File: config.mk
export PLATFORM = sky130hd
export DESIGN_NAME = bus_arbiter_4to1
export DESIGN_NICKNAME = d
export VERILOG_FILES = /design/src/rtl/bus_arbiter_4to1_pkg.sv /design/src/rtl/bus_arbiter_4to1_rr_pick4.sv /design/src/rtl/mux4to1_32bit.sv /design/src/rtl/bus_arbiter_4to1.sv
export SDC_FILE = /design/constraint.sdc
export NUM_CORES = 1
export LEC_CHECK = 0
export ABC_CLOCK_PERIOD_IN_PS = 1800
export CAP_MARGIN = 5
export CORE_MARGIN = 5
export CORE_UTILIZATION = 60
export CTS_BUF_LIST = sky130_fd_sc_hd__clkbuf_2
export DETAILED_ROUTE_END_ITERATION = 8
export DONT_BUFFER_PORTS = 1
export GPL_ROUTABILITY_DRIVEN = 0
export PLACE_DENSITY = 0.79
export SETUP_SLACK_MARGIN = 0.1
export SYNTH_ARGS = -nofsm -noshare
export SYNTH_HDL_FRONTEND = slang
export SYNTH_SLANG_ARGS = --single-unit
File: constraint.sdc
create_clock -name clk -period 1.8 [get_ports clk]
set_clock_uncertainty 0.1 [all_clocks]
set_input_delay 0.18 -clock clk [delete_from_list [all_inputs] [get_ports clk]]
set_output_delay 0.18 -clock clk [all_outputs]
set_load 0.005 [all_outputs]
File: src/rtl/bus_arbiter_4to1_pkg.sv
// Shared definitions for the 4:1 bus arbiter: FSM encoding, requester indices
// and default parameters.
package bus_arbiter_4to1_pkg;

  typedef enum logic [1:0] {
    ST_IDLE    = 2'd0,
    ST_GRANT   = 2'd1,
    ST_RELEASE = 2'd2
  } arb_state_e;

  localparam logic [1:0] REQ_IF  = 2'd0;
  localparam logic [1:0] REQ_MEM = 2'd1;
  localparam logic [1:0] REQ_DMA = 2'd2;
  localparam logic [1:0] REQ_DBG = 2'd3;

  localparam int DEFAULT_MAX_HOLD   = 16;
  localparam int DEFAULT_DATA_WIDTH = 32;

  function automatic logic [3:0] onehot4(input logic [1:0] idx);
    logic [3:0] res;
    case (idx)
      REQ_IF:  res = 4'b0001;
      REQ_MEM: res = 4'b0010;
      REQ_DMA: res = 4'b0100;
      REQ_DBG: res = 4'b1000;
      default: res = 4'b0000;
    endcase
    return res;
  endfunction

endpackage

File: src/rtl/bus_arbiter_4to1_rr_pick4.sv
// Round-robin picker: first set bit of elig at or above start, wrapping mod 4.
module rr_pick4 (
  input  logic [3:0] elig,
  input  logic [1:0] start,
  output logic       found,
  output logic [1:0] winner
);

  logic [1:0] idx_s;

  // scan from the farthest offset down so the nearest eligible index wins
  always_comb begin
    found  = 1'b0;
    winner = start;
    idx_s  = 2'd0;
    for (int k = 3; k >= 0; k--) begin
      idx_s  = start + 2'(k);
      found  = found | elig[idx_s];
      winner = elig[idx_s] ? idx_s : winner;
    end
  end

endmodule

File: src/rtl/mux4to1_32bit.sv
// Plain 4:1 data multiplexer used on the shared bus data path.
module mux4to1_32bit #(
  parameter int WIDTH = 32
) (
  input  logic [WIDTH-1:0] in_00,
  input  logic [WIDTH-1:0] in_01,
  input  logic [WIDTH-1:0] in_10,
  input  logic [WIDTH-1:0] in_11,
  input  logic [1:0]       ctr,
  output logic [WIDTH-1:0] out
);

  // select one of the four inputs
  always_comb begin
    case (ctr)
      2'd0:    out = in_00;
      2'd1:    out = in_01;
      2'd2:    out = in_10;
      2'd3:    out = in_11;
      default: out = {WIDTH{1'b0}};
    endcase
  end

endmodule

File: src/rtl/bus_arbiter_4to1.sv
// Round-robin owner of a shared 4:1 bus with registered one-hot grant,
// one dead cycle between owners and a hold watchdog with penalty.
module bus_arbiter_4to1
  import bus_arbiter_4to1_pkg::*;
#(
  parameter int DATA_WIDTH = DEFAULT_DATA_WIDTH,
  parameter int MAX_HOLD   = DEFAULT_MAX_HOLD
) (
  input  logic                  clk,
  input  logic                  rst,
  input  logic [3:0]            req,
  input  logic [DATA_WIDTH-1:0] in_00,
  input  logic [DATA_WIDTH-1:0] in_01,
  input  logic [DATA_WIDTH-1:0] in_10,
  input  logic [DATA_WIDTH-1:0] in_11,
  output logic [3:0]            gnt,
  output logic [1:0]            sel,
  output logic [DATA_WIDTH-1:0] out,
  output logic                  bus_valid,
  output logic                  timeout
);

  localparam logic [7:0] HOLD_LAST = 8'(MAX_HOLD - 1);

  arb_state_e state_r, state_nxt_s;

  logic [3:0]            gnt_r, gnt_nxt_s;
  logic [1:0]            sel_r, sel_nxt_s;
  logic [1:0]            last_r, last_nxt_s;
  logic [3:0]            pen_r, pen_nxt_s;
  logic [7:0]            hold_r, hold_nxt_s;
  logic                  timeout_r, timeout_nxt_s;
  logic                  valid_r;
  logic [3:0]            elig_s;
  logic [1:0]            start_s;
  logic                  found_s;
  logic [1:0]            winner_s;
  logic                  owner_req_s;
  logic                  wd_fire_s;
  logic [DATA_WIDTH-1:0] mux_s;

  assign elig_s      = req & ~pen_r;
  assign start_s     = last_r + 2'd1;
  assign owner_req_s = req[sel_r];
  assign wd_fire_s   = (hold_r == HOLD_LAST);

  rr_pick4 u_pick (
    .elig   (elig_s),
    .start  (start_s),
    .found  (found_s),
    .winner (winner_s)
  );

  // FSM state register
  always_ff @(posedge clk or posedge rst) begin
    if (rst) begin
      state_r <= ST_IDLE;
    end else begin
      state_r <= state_nxt_s;
    end
  end

  // FSM next-state logic; the unused code falls back to IDLE
  always_comb begin
    state_nxt_s = ST_IDLE;
    case (state_r)
      ST_IDLE, ST_RELEASE: begin
        state_nxt_s = found_s ? ST_GRANT : ST_IDLE;
      end
      ST_GRANT: begin
        if (!owner_req_s) begin
          state_nxt_s = ST_RELEASE;
        end else if (wd_fire_s) begin
          state_nxt_s = ST_RELEASE;
        end else begin
          state_nxt_s = ST_GRANT;
        end
      end
      default: state_nxt_s = ST_IDLE;
    endcase
  end

  // next values of the registered outputs, owner history and watchdog
  always_comb begin
    gnt_nxt_s     = 4'b0000;
    sel_nxt_s     = sel_r;
    last_nxt_s    = last_r;
    hold_nxt_s    = hold_r;
    timeout_nxt_s = 1'b0;
    pen_nxt_s     = pen_r & req;
    case (state_r)
      ST_IDLE, ST_RELEASE: begin
        if (found_s) begin
          gnt_nxt_s  = onehot4(winner_s);
          sel_nxt_s  = winner_s;
          last_nxt_s = winner_s;
          hold_nxt_s = 8'd0;
        end else begin
          gnt_nxt_s  = 4'b0000;
        end
      end
      ST_GRANT: begin
        // a voluntary drop takes precedence over an expiring watchdog
        if (!owner_req_s) begin
          gnt_nxt_s     = 4'b0000;
        end else if (wd_fire_s) begin
          gnt_nxt_s     = 4'b0000;
          timeout_nxt_s = 1'b1;
          pen_nxt_s     = (pen_r & req) | onehot4(sel_r);
        end else begin
          gnt_nxt_s     = gnt_r;
          hold_nxt_s    = (hold_r == 8'hFF) ? hold_r : hold_r + 8'd1;
        end
      end
      default: gnt_nxt_s = 4'b0000;
    endcase
  end

  // registered outputs and arbitration history
  always_ff @(posedge clk or posedge rst) begin
    if (rst) begin
      gnt_r     <= 4'b0000;
      sel_r     <= REQ_IF;
      last_r    <= REQ_DBG;
      pen_r     <= 4'b0000;
      hold_r    <= 8'd0;
      timeout_r <= 1'b0;
      valid_r   <= 1'b0;
    end else begin
      gnt_r     <= gnt_nxt_s;
      sel_r     <= sel_nxt_s;
      last_r    <= last_nxt_s;
      pen_r     <= pen_nxt_s;
      hold_r    <= hold_nxt_s;
      timeout_r <= timeout_nxt_s;
      valid_r   <= |gnt_nxt_s;
    end
  end

  mux4to1_32bit #(.WIDTH(DATA_WIDTH)) u_mux (
    .in_00 (in_00),
    .in_01 (in_01),
    .in_10 (in_10),
    .in_11 (in_11),
    .ctr   (sel_r),
    .out   (mux_s)
  );

  assign gnt       = gnt_r;
  assign sel       = sel_r;
  assign bus_valid = valid_r;
  assign timeout   = timeout_r;
  assign out       = valid_r ? mux_s : {DATA_WIDTH{1'b0}};

endmodule

==> results.cfg, run 1 <==
[clocking]
path_clk_slew_ns = 0.24
cts_max_level = 1
tritoncts = done
clock-root-buffer = clkbuf_2
cts_buffer_depth = 2
worstSkewPairLatency_ns = 0.36
cts_sinks = 24
cts_made_buffers = 3

[yosys]
syn-cell-area_um2 = 2216
synth-simple-area-share_pct = 20.55
async_flop_share_pct = 100.0
syn_nets = 332
yosys_warnings = 0
postSynthAreaPerCell_um2 = 11.25
ys_ff_latch = 24
synth_fa_ha_area_share_pct = 0.5647
synth-edff-count = 0
syn_inst = 197
ys.flop_type = dfrtp_1
synth_top_family_by_area = multiplexers
synth-xor-area-share_pct = 0.3953
synth_compound_area_share_pct = 14.46
synth_seq_area_share_pct = 27.22
synth_area_leader_cell = mux4_2
synthDistinctLibCells = 43
synth_top_area_share_pct = 33.54
synth_area_leaders = mux4_2 (34%), dfrtp_1 (25%), and2_1 (9.0%)
muxShareOfSynthArea_pct = 33.54

[final_layout]
nNetsFinal = 368
fin_area_um2 = 3017
instances_no_fill = 284
drive_above_1_share_pct = 62.07
area_delta_synth_final_pct = 36.14

[critical_path]
path_max_fanout = 7
path_delay_family = multiplexers
crit_type = flop to output port
end_kind = output port
path_cells = buf_12 -> clkbuf_16 -> mux4_2 -> and2_4
start_kind = flop
crit_required_ns = 1.52
arrival_ns = 1.84
crit_slowest_cell = mux4_2
rr_worst_depth = 7
critPathMaxStageDelay_ns = 0.52
r2r-end = hold_r[4]
rr_startpoint = sel[0]
worst-path-buf-inv = 2
r2r_setup_slack_ns = -0.28

[drt]
ant_nets = 0
first_pass_iters = 5
finalWirelength_um = 9871
drt_iter0_markers = 282
routed_via_density = 7.641
post_drt_wl_per_cell_um = 34.76
drc_errors = 0
vias = 2170

[power]
ir_drop_mv = 1.010
p_leak_nw = 1.259
p_per_area_nw_per_um2 = 1683

[sta]
period_minus_slack_ns = 2.119
clock.fmax_mhz = 471.9
hold_ws_ns = 0.1581
period_share_pct = 117.7
setup_viol = 49
slew_viol_final = 0
relSlewSlack_pct = 64.36
worst_pin_slew_ns = 0.5346
hold_viol = 0
rsz0062_at_grt = yes
worst_slack_ns = -0.3190

[run_status]
violations = setup timing
status = finished, violations left

[placement]
hpwl_um = 6760
dp_cells = 253
portBuffers = 0
place_ws_ns = -0.04967
placed_area_um2 = 2394

[die]
initial_core_util_pct = 61.45
dieArea_um2 = 5008
die_w_um = 70.77
num_rows = 22
die_y_um = 70.77
num_io_pins = 174
core_um2 = 3606

[global_route]
grt_pass1_wl_um = 13070
grt_max_degree = 34
antenna_found_initial = 2
grt_overflow = 0
grt_use_total_pct = 35.04
first_global_vias = 2132

[job]
drv_cap = 0

[min_path]
hp-class = primary input to asynchronous set/reset pin
[stage by stage]
| stage | util (%) | setup TNS, ns | total power (W) |
|---|---|---|---|
| after CTS | 78.80 | -10.35 | 0.004642 |
| after floorplan | - | -0.2044 | 0.002885 |
| after global placement | 66.38 | 0 | 0.003205 |
| after detailed placement | 66.38 | -0.1350 | 0.003294 |
| after global routing | 83.45 | -14.13 | 0.005299 |
| final | 83.66 | -10.61 | 0.005077 |
[where the power goes]
group | leakage (nW) | switching (W) | internal, W
logic | 0.920 | 0.00160 | 0.00215
clock network | 0.0266 | 0.000171 | 0.000191
registers | 0.312 | 0.000278 | 0.000692
total | 1.26 | 0.00205 | 0.00303
[final cells by class]
type                       count  area [µm²]
multi-input combinational    158        1802
sequential                    24       606.8
fill                         179       589.3
timing repair buffer          45       489.2
tap                           48       60.06
clock inverter                 1       30.03
clock buffer                   3       15.01
antenna                        4       10.01
inverter                       1       3.754
[kinds of logic (layout without fill, tap and decap cells)]
logic type,count (synthesis),after routing
multiplexers,33,33
other,0,4
AO/OA/AOI/OAI,40,41
buffers and inverters,16,50
XOR/XNOR,1,1
flip-flops,24,24
AND/OR/NAND/NOR,82,82
adder cells (fa/ha/maj),1,1
[state kept, by name (all words and copies together) (netlist names)]
signal     flops
last_r         2
pen_r          4
gnt            4
sel            2
state_r        2
hold_r         8
timeout        1
bus_valid      1
[routing by layer]
layer  global-route usage, %  share of wire [%]  wire [µm]
met1                   41.13                 34       3321
met3                   15.91                 13       1251
met5                   8.081               0.13         13
met2                   54.38                 50       4898
met4                   16.08                3.9        386
[worst max path at each step]
stage / from / to / slack (ns) / depth (start not counted)
final: sel[0] / out[28] / -0.32 / 4
after global routing: sel[0] / out[28] / -0.38 / 4
after CTS: sel[0] / out[4] / -0.27 / 4
after detailed placement: hold_r[1] / hold_r[5] / -0.05 / 6
after global placement: hold_r[1] / hold_r[5] / 0.02 / 6
after floorplan: hold_r[4] / hold_r[1] / -0.07 / 5
[what timing repair did]
| item | 4_1_cts | 5_1_grt |
|---|---|---|
| pin swaps | 10 | 10 |
| endpoints found under the setup margin | 51 | 57 |
| hold buffers | 5 | 0 |
| buffers inserted | 8 | 4 |
| endpoints found under the hold margin | 28 | 0 |
| gates cloned | 4 | 2 |
| gates resized for setup | 52 | 21 |
[synthesized netlist by cell type (2+ instances only)]
cell type / number
buf_2: 4
a21oi_1: 6
dfrtp_1: 22
o21ai_0: 7
clkbuf_1: 7
a22o_2: 2
o21ai_1: 2
nand3_1: 4
a2bb2oi_1: 4
or3_1: 2
nand2_1: 21
nor2_1: 6
nand2b_1: 7
buf_1: 3
dfstp_2: 2
mux4_2: 33
nand4_1: 2
o311ai_0: 2
o41ai_1: 4
nor2b_1: 3
and2_1: 32
[cells in the final DEF, fill, tap and decap left out, types with 3 or more instances in the layout]
cell            n
a21oi_1         4
a2bb2oi_1       3
and2_4         32
buf_16          3
buf_4          28
buf_6           5
clkbuf_2        3
dfrtp_1        19
dfrtp_2         3
diode_2         4
dlygate4sd3_1   5
mux4_2         33
nand2_1        19
nand2b_1        7
nor2_1          4
nor2b_1         3
o21ai_1         5
[worst register-to-register path: cells and delay by family, from the launching register on]
family,cells,cell delay [ns]
buf+inv,2,0.21
mux,1,0.51
compound gates,4,0.72
flops,1,0.47
Note: power is estimated with default switching activity, not from simulation.
==> inputs of run 2 (changes only) <==
--- a/config.mk
+++ b/config.mk
@@ -7,13 +7,13 @@
 export LEC_CHECK = 0
 export ABC_CLOCK_PERIOD_IN_PS = 1800
 export CAP_MARGIN = 5
-export CORE_MARGIN = 5
-export CORE_UTILIZATION = 60
+export CORE_AREA = 3 3 67 69
 export CTS_BUF_LIST = sky130_fd_sc_hd__clkbuf_2
 export DETAILED_ROUTE_END_ITERATION = 8
+export DIE_AREA = 0 0 70 72
 export DONT_BUFFER_PORTS = 1
 export GPL_ROUTABILITY_DRIVEN = 0
-export PLACE_DENSITY = 0.79
+export PLACE_DENSITY = 0.73
 export SETUP_SLACK_MARGIN = 0.1
 export SYNTH_ARGS = -nofsm -noshare
 export SYNTH_HDL_FRONTEND = slang
==> run 2 against run 1 <==
Effect of this change:
- the flow still finishes with violations (setup timing)
- sequential power fell by 9.1%
- first-iteration DRC count decreased by 29%
- sequential cell count is the same
- utilization is 9.7 points lower
- die area increased by 0.63%
- total power is 5.1% lower
- fmax grew 0.60%
- critical path depth unchanged
- clock-buffer cell count unchanged
- via count is 5.5% lower
- final cell count shrank 1.1%
- largest cell class unchanged
==> results.cfg, run 2 (same netlist as run 1, synthesis figures left out) <==
[final_layout]
seq_area_um2 = 604.3
mostFrequentLayoutCells = mux4_2 (33), and2_4 (32), buf_4 (25), dfrtp_1 (21), nand2_1 (19)
largest_reg_flops = 8
drive_above_1_share_pct = 60.09
nNetsFinal = 364
area_delta_synth_final_pct = 32.52
instances_no_fill = 281
multi_input_area_um2 = 1768
postLayoutCoreUtil_pct = 73.94
fillers = 251
layout_commonest_cell = mux4_2
regMostFlops = hold_r

[sta]
period_minus_slack_ns = 2.106
rsz0062_at_grt = yes
setup_viol = 42
hold_ws_ns = 0.1611
relSlewSlack_pct = 70.31
worst_slack_ns = -0.3063
worst_pin_slew_ns = 0.4442
setup_tns_ns = -10.61
hold_viol = 0
period_share_pct = 117.0
slew_viol_final = 0
clock.fmax_mhz = 474.8

[global_route]
antenna_found_initial = 1
grt_use_total_pct = 32.92
grt_max_degree = 39
grt_pass1_wl_um = 12440
grt_overflow = 0
first_global_vias = 2050

[clocking]
worstSkewPairLatency_ns = 0.36
cts_buffer_depth = 2
cts_made_buffers = 3
cts_max_level = 1
path_clk_slew_ns = 0.25
tritoncts = done
cts_sinks = 24
clock-root-buffer = clkbuf_2

[die]
num_io_pins = 174
die_w_um = 70
die_y_um = 72
core_um2 = 3971
initial_core_util_pct = 55.80
dieArea_um2 = 5040
num_rows = 23

[drt]
ant_nets = 0
post_drt_wl_per_cell_um = 32.37
first_pass_iters = 4
finalWirelength_um = 9097
vias = 2051
drc_errors = 0
drt_iter0_markers = 200
routed_via_density = 7.299

[placement]
dp_cells = 255
portBuffers = 0
hpwl_um = 6836

[critical_path]
path_max_fanout = 7
end_kind = output port
critPathMaxStageDelay_ns = 0.50
start_kind = flop
crit_type = flop to output port
crit_required_ns = 1.52
path_cells = buf_12 -> clkbuf_16 -> mux4_2 -> and2_4
arrival_ns = 1.83
crit_slowest_cell = mux4_2

[power]
p_per_area_nw_per_um2 = 1641
ir_drop_mv = 1.014
p_leak_nw = 1.209

[job]
drv_cap = 0

[min_path]
hp-class = primary input to asynchronous set/reset pin

[run_status]
status = finished, violations left
violations = setup timing
## run 2: changes by cell type in the layout (fill, tap and decap cells not counted), sizes merged
| cell | change |
|---|---|
| clkinv | +1 |
| bufinv | -1 |
| diode | -1 |
| o2bb2ai | -1 |
| clkbuf | +2 |
| buf | -5 |
## run 2: worst paths after layout
kind	cells past startpoint	slack (ns)	from	end
max	4	-0.31	sel[0]	out[18]
min	3	0.16	rst	gnt[2]
max reg2reg	7	-0.30	sel[0]	hold_r[3]
min reg2reg	2	0.44	last_r[1]	last_r[1]
max in group asynchronous	3	1.15	rst	last_r[0]
min in group clk	5	0.18	req[3]	last_r[1]
## run 2: cell type report
class	instances	share of cell area [%]
repair buffers	42	16.06
diodes	3	0.2556
well taps	50	2.130
inverters	1	0.1278
clock buffers	3	0.5113
flip-flops and latches	24	20.58
multi-input cells	157	60.20
clock inverters	1	0.1278
## run 2: timing repair
| item | 4_1_cts | 5_1_grt |
|---|---|---|
| gates resized for setup | 55 | 16 |
| setup buffers | 3 | 6 |
| hold buffers | 5 | 0 |
| pin swaps | 3 | 12 |
| hold endpoints to repair | 28 | 0 |
| setup endpoints to repair | 50 | 54 |
| gates cloned | 0 | 5 |
## run 2: per-layer routing
layer  wire (µm)  part of all wire (%)  vias to the layer above  track usage (%)
met2        4438                    49                      168            53.83
met1        3035                    33                     1007            36.89
met5          13                  0.14                        -                0
met4         357                   3.9                        2            11.28
met3        1252                    14                       38            18.01
li1            -                     -                      836                -
## run 2: power breakdown
group / switching (W) / internal, W / leakage, nW
clock: 0.000171 / 0.0000482 / 0.0140
sequential: 0.000194 / 0.000688 / 0.314
combinational: 0.00157 / 0.00214 / 0.881
## run 2: per-stage QoR
stage / power (W) / setup slack [ns] / area [µm²]
after floorplan: 0.002885 / -0.06537 / 2245
after global placement: 0.003237 / 0.0002439 / 2396
after detailed placement: 0.003346 / -0.07507 / 2396
after CTS: 0.004161 / -0.2852 / 2648
after global routing: 0.005109 / -0.3603 / 2929
final: 0.004819 / -0.3063 / 2937
## run 2: worst max-delay path, delay by kind of cell, from the launching register on
family / cells / cell delay, ns
flops: 1 / 0.46
simple gates: 1 / 0.18
mux: 1 / 0.50
buf+inv: 2 / 0.32
==> inputs of run 3 (changes only) <==
--- a/config.mk
+++ b/config.mk
@@ -6,15 +6,15 @@
 export NUM_CORES = 1
 export LEC_CHECK = 0
 export ABC_CLOCK_PERIOD_IN_PS = 1800
-export CAP_MARGIN = 5
-export CORE_AREA = 3 3 67 69
+export CORE_MARGIN = 3
+export CORE_UTILIZATION = 60
 export CTS_BUF_LIST = sky130_fd_sc_hd__clkbuf_2
 export DETAILED_ROUTE_END_ITERATION = 8
-export DIE_AREA = 0 0 70 72
 export DONT_BUFFER_PORTS = 1
 export GPL_ROUTABILITY_DRIVEN = 0
-export PLACE_DENSITY = 0.73
+export PLACE_DENSITY = 0.79
 export SETUP_SLACK_MARGIN = 0.1
 export SYNTH_ARGS = -nofsm -noshare
 export SYNTH_HDL_FRONTEND = slang
+export SYNTH_HIERARCHICAL = 1
 export SYNTH_SLANG_ARGS = --single-unit
==> run 3 against run 2 <==
Effect of this change:
- the run still ends with setup timing left
- largest cell class unchanged
- worst hold slack got worse by 0.085 ns
- clock-buffer cell count did not move
- fmax rose by 3.0%
- utilization rose by 5.4 points
- critical endpoint is now out[16]
- largest power group unchanged
- sequential power rose by 13%
==> results.cfg, run 3 <==
[critical_path]
path_cells = buf_12 -> mux4_2 -> and2_4
start_kind = flop
crit_type = flop to output port
critPathMaxStageDelay_ns = 0.53
r2r_setup_slack_ns = -0.22
crit_slowest_cell = mux4_2
end_kind = output port
path_max_fanout = 17
rr_startpoint = sel[0]
r2r-end = hold_r[4]
rr_worst_depth = 8
crit_required_ns = 1.52
setup.worst_path.start = sel[0]
arrival_ns = 1.76

[final_layout]
largest_reg_flops = 8
nNetsFinal = 367
seq_area_um2 = 606.8
multi_input_area_um2 = 1719
fillers = 207
instances_no_fill = 277
regMostFlops = hold_r
fin_area_um2 = 2794
num_antenna_cells = 0
area_delta_synth_final_pct = 20.38
mostFrequentLayoutCells = mux4_2 (33), buf_4 (24), and2_4 (23), dfrtp_1 (19), inv_1 (11)
layout_commonest_cell = mux4_2
drive_above_1_share_pct = 56.28

[sta]
hold_viol = 0
period_minus_slack_ns = 2.044
worst_pin_slew_ns = 0.6106
clock.fmax_mhz = 489.2
setup_viol = 53
period_share_pct = 113.6
rsz0062_at_grt = yes
slew_viol_final = 0
relSlewSlack_pct = 59.25
worst_slack_ns = -0.2441

[clocking]
tritoncts = done
cts_max_level = 1
clock-root-buffer = clkbuf_2
worstSkewPairLatency_ns = 0.35
path_clk_slew_ns = 0.22
cts_made_buffers = 3
cts_buffer_depth = 2
cts_sinks = 24

[drt]
routed_via_density = 7.426
vias = 2057
finalWirelength_um = 8289
drc_errors = 0
first_pass_iters = 4
post_drt_wl_per_cell_um = 29.92
ant_nets = 0
drt_iter0_markers = 149

[yosys]
synthDistinctLibCells = 49
muxShareOfSynthArea_pct = 33.64
postSynthAreaPerCell_um2 = 11.49
synth_top_family_by_area = multiplexers
synth_area_leader_cell = mux4_2
synth_commonest_cells = and2_1 (32), mux4_2 (31), dfrtp_1 (22)
synth_area_leaders = mux4_2 (30%), dfrtp_1 (24%), and2_1 (8.6%)
ys.flop_type = dfrtp_1
syn-cell-area_um2 = 2321
yosysMostFrequentCell = and2_1
synth_seq_area_share_pct = 25.98
syn_nets = 337
async_flop_share_pct = 100.0
synth_top_area_share_pct = 30.08
ys_ff_latch = 24
synth-simple-area-share_pct = 21.29
synth_compound_area_share_pct = 11.43
syn_inst = 202
synth_fa_ha_area_share_pct = 0.5391
yosys_warnings = 6
synth-edff-count = 0
synth-xor-area-share_pct = 0.3774

[die]
initial_core_util_pct = 65.92
num_io_pins = 174
core_um2 = 3521
num_rows = 21
die_w_um = 68.20
die_y_um = 68.20
dieArea_um2 = 4651

[power]
p_seq_share_pct = 21.6
switching_power_w = 0.001962
p_sw_share_pct = 42.32
ir_drop_mv = 1.180
combPwrFrac_pct = 73.7
p_per_area_nw_per_um2 = 1659
power.internal_w = 0.002673
finalPower_w = 0.004635
power_frac_clock_pct = 4.6
p_leak_nw = 1.158

[placement]
portBuffers = 0
hpwl_um = 6551
dp_cells = 258
placed_area_um2 = 2466
place_ws_ns = -0.08925

[global_route]
grt_overflow = 0
antenna_found_initial = 0
grt_pass1_wl_um = 11320
grt_use_total_pct = 34.40
first_global_vias = 2091
grt_max_degree = 34

[min_path]
holdCritStartpoint = req[0]
hp-class = primary input to flop
whs_endpoint = state_r[1]
min_delay_path_depth = 2

[run_status]
status = finished, violations left
violations = setup timing

[job]
drv_cap = 0
-- run 3: cell types whose count changed after synthesis, sizes merged, moves of 4 or more --
cell    delta
nand2     -10
and2b      +4
nand2b     -6
o211ai     +4
inv       +11
-- run 3: worst max-delay path: cells and delay by family, from the launching register on --
| family | cells | cell delay (ns) |
|---|---|---|
| simple gates | 1 | 0.18 |
| buf+inv | 1 | 0.20 |
| flops | 1 | 0.50 |
| mux | 1 | 0.53 |
-- run 3: through the flow --
step	hold WS (ns)	TNS, ns	utilization (%)
after floorplan	0.09307	0	-
after global placement	0.02369	-0.03398	70.04
after detailed placement	0.05085	-0.3386	70.04
after CTS	0.05031	-6.818	76.87
after global routing	0.05158	-13.31	79.35
final	0.07561	-9.634	79.35
-- run 3: how the worst max path moves through the flow --
stage	depth (start not counted)	end	slack, ns
6_report	3	out[16]	-0.24
5_1_grt	3	out[16]	-0.30
4_1_cts	3	out[29]	-0.24
3_5_place_dp	5	hold_r[7]	-0.09
3_3_place_gp	5	hold_r[7]	-0.03
2_1_floorplan	6	gnt[3]	0.009
-- run 3: layer usage --
| layer | routed length (µm) | global-route usage (%) | up-vias |
|---|---|---|---|
| li1 | - | - | 836 |
| met1 | 2884 | 40.95 | 1039 |
| met2 | 4355 | 61.01 | 163 |
| met3 | 895 | 9.852 | 19 |
| met4 | 154 | 8.437 | 0 |
| met5 | 0 | 0 | - |
-- run 3: power groups by stage --
stage | clock network [W] | logic (W) | registers, W
6_report | 0.000215 | 0.00342 | 0.00100
5_1_grt | 0.000238 | 0.00361 | 0.00103
4_1_cts | 0.000220 | 0.00308 | 0.000983
3_5_place_dp | 0 | 0.00256 | 0.00100
3_3_place_gp | 0 | 0.00244 | 0.000981
2_1_floorplan | 0 | 0.00219 | 0.000894
-- run 3: cells by family after synthesis --
group,count (synthesis)
simple gates,81
mux,36
compound gates,34
buf+inv,25
flops,24
xor+xnor,1
fa+ha+maj,1
-- run 3: timing repair --
item                                   4_1_cts  5_1_grt
pin swaps                                   13        4
hold buffers                                 5        0
buffers inserted                             7        3
setup endpoints to repair                   56       57
gates cloned                                 0        0
resized for setup                           43       23
endpoints found under the hold margin       17        0
-- run 3: layout make-up --
type | instances | share of cell area, %
Clock inverter | 1 | 0.1343
Clock buffer | 3 | 0.5374
Inverter | 12 | 1.702
Multi-Input combinational cell | 153 | 61.53
Tap cell | 46 | 2.060
Sequential cell | 24 | 21.72
Timing Repair Buffer | 38 | 12.32
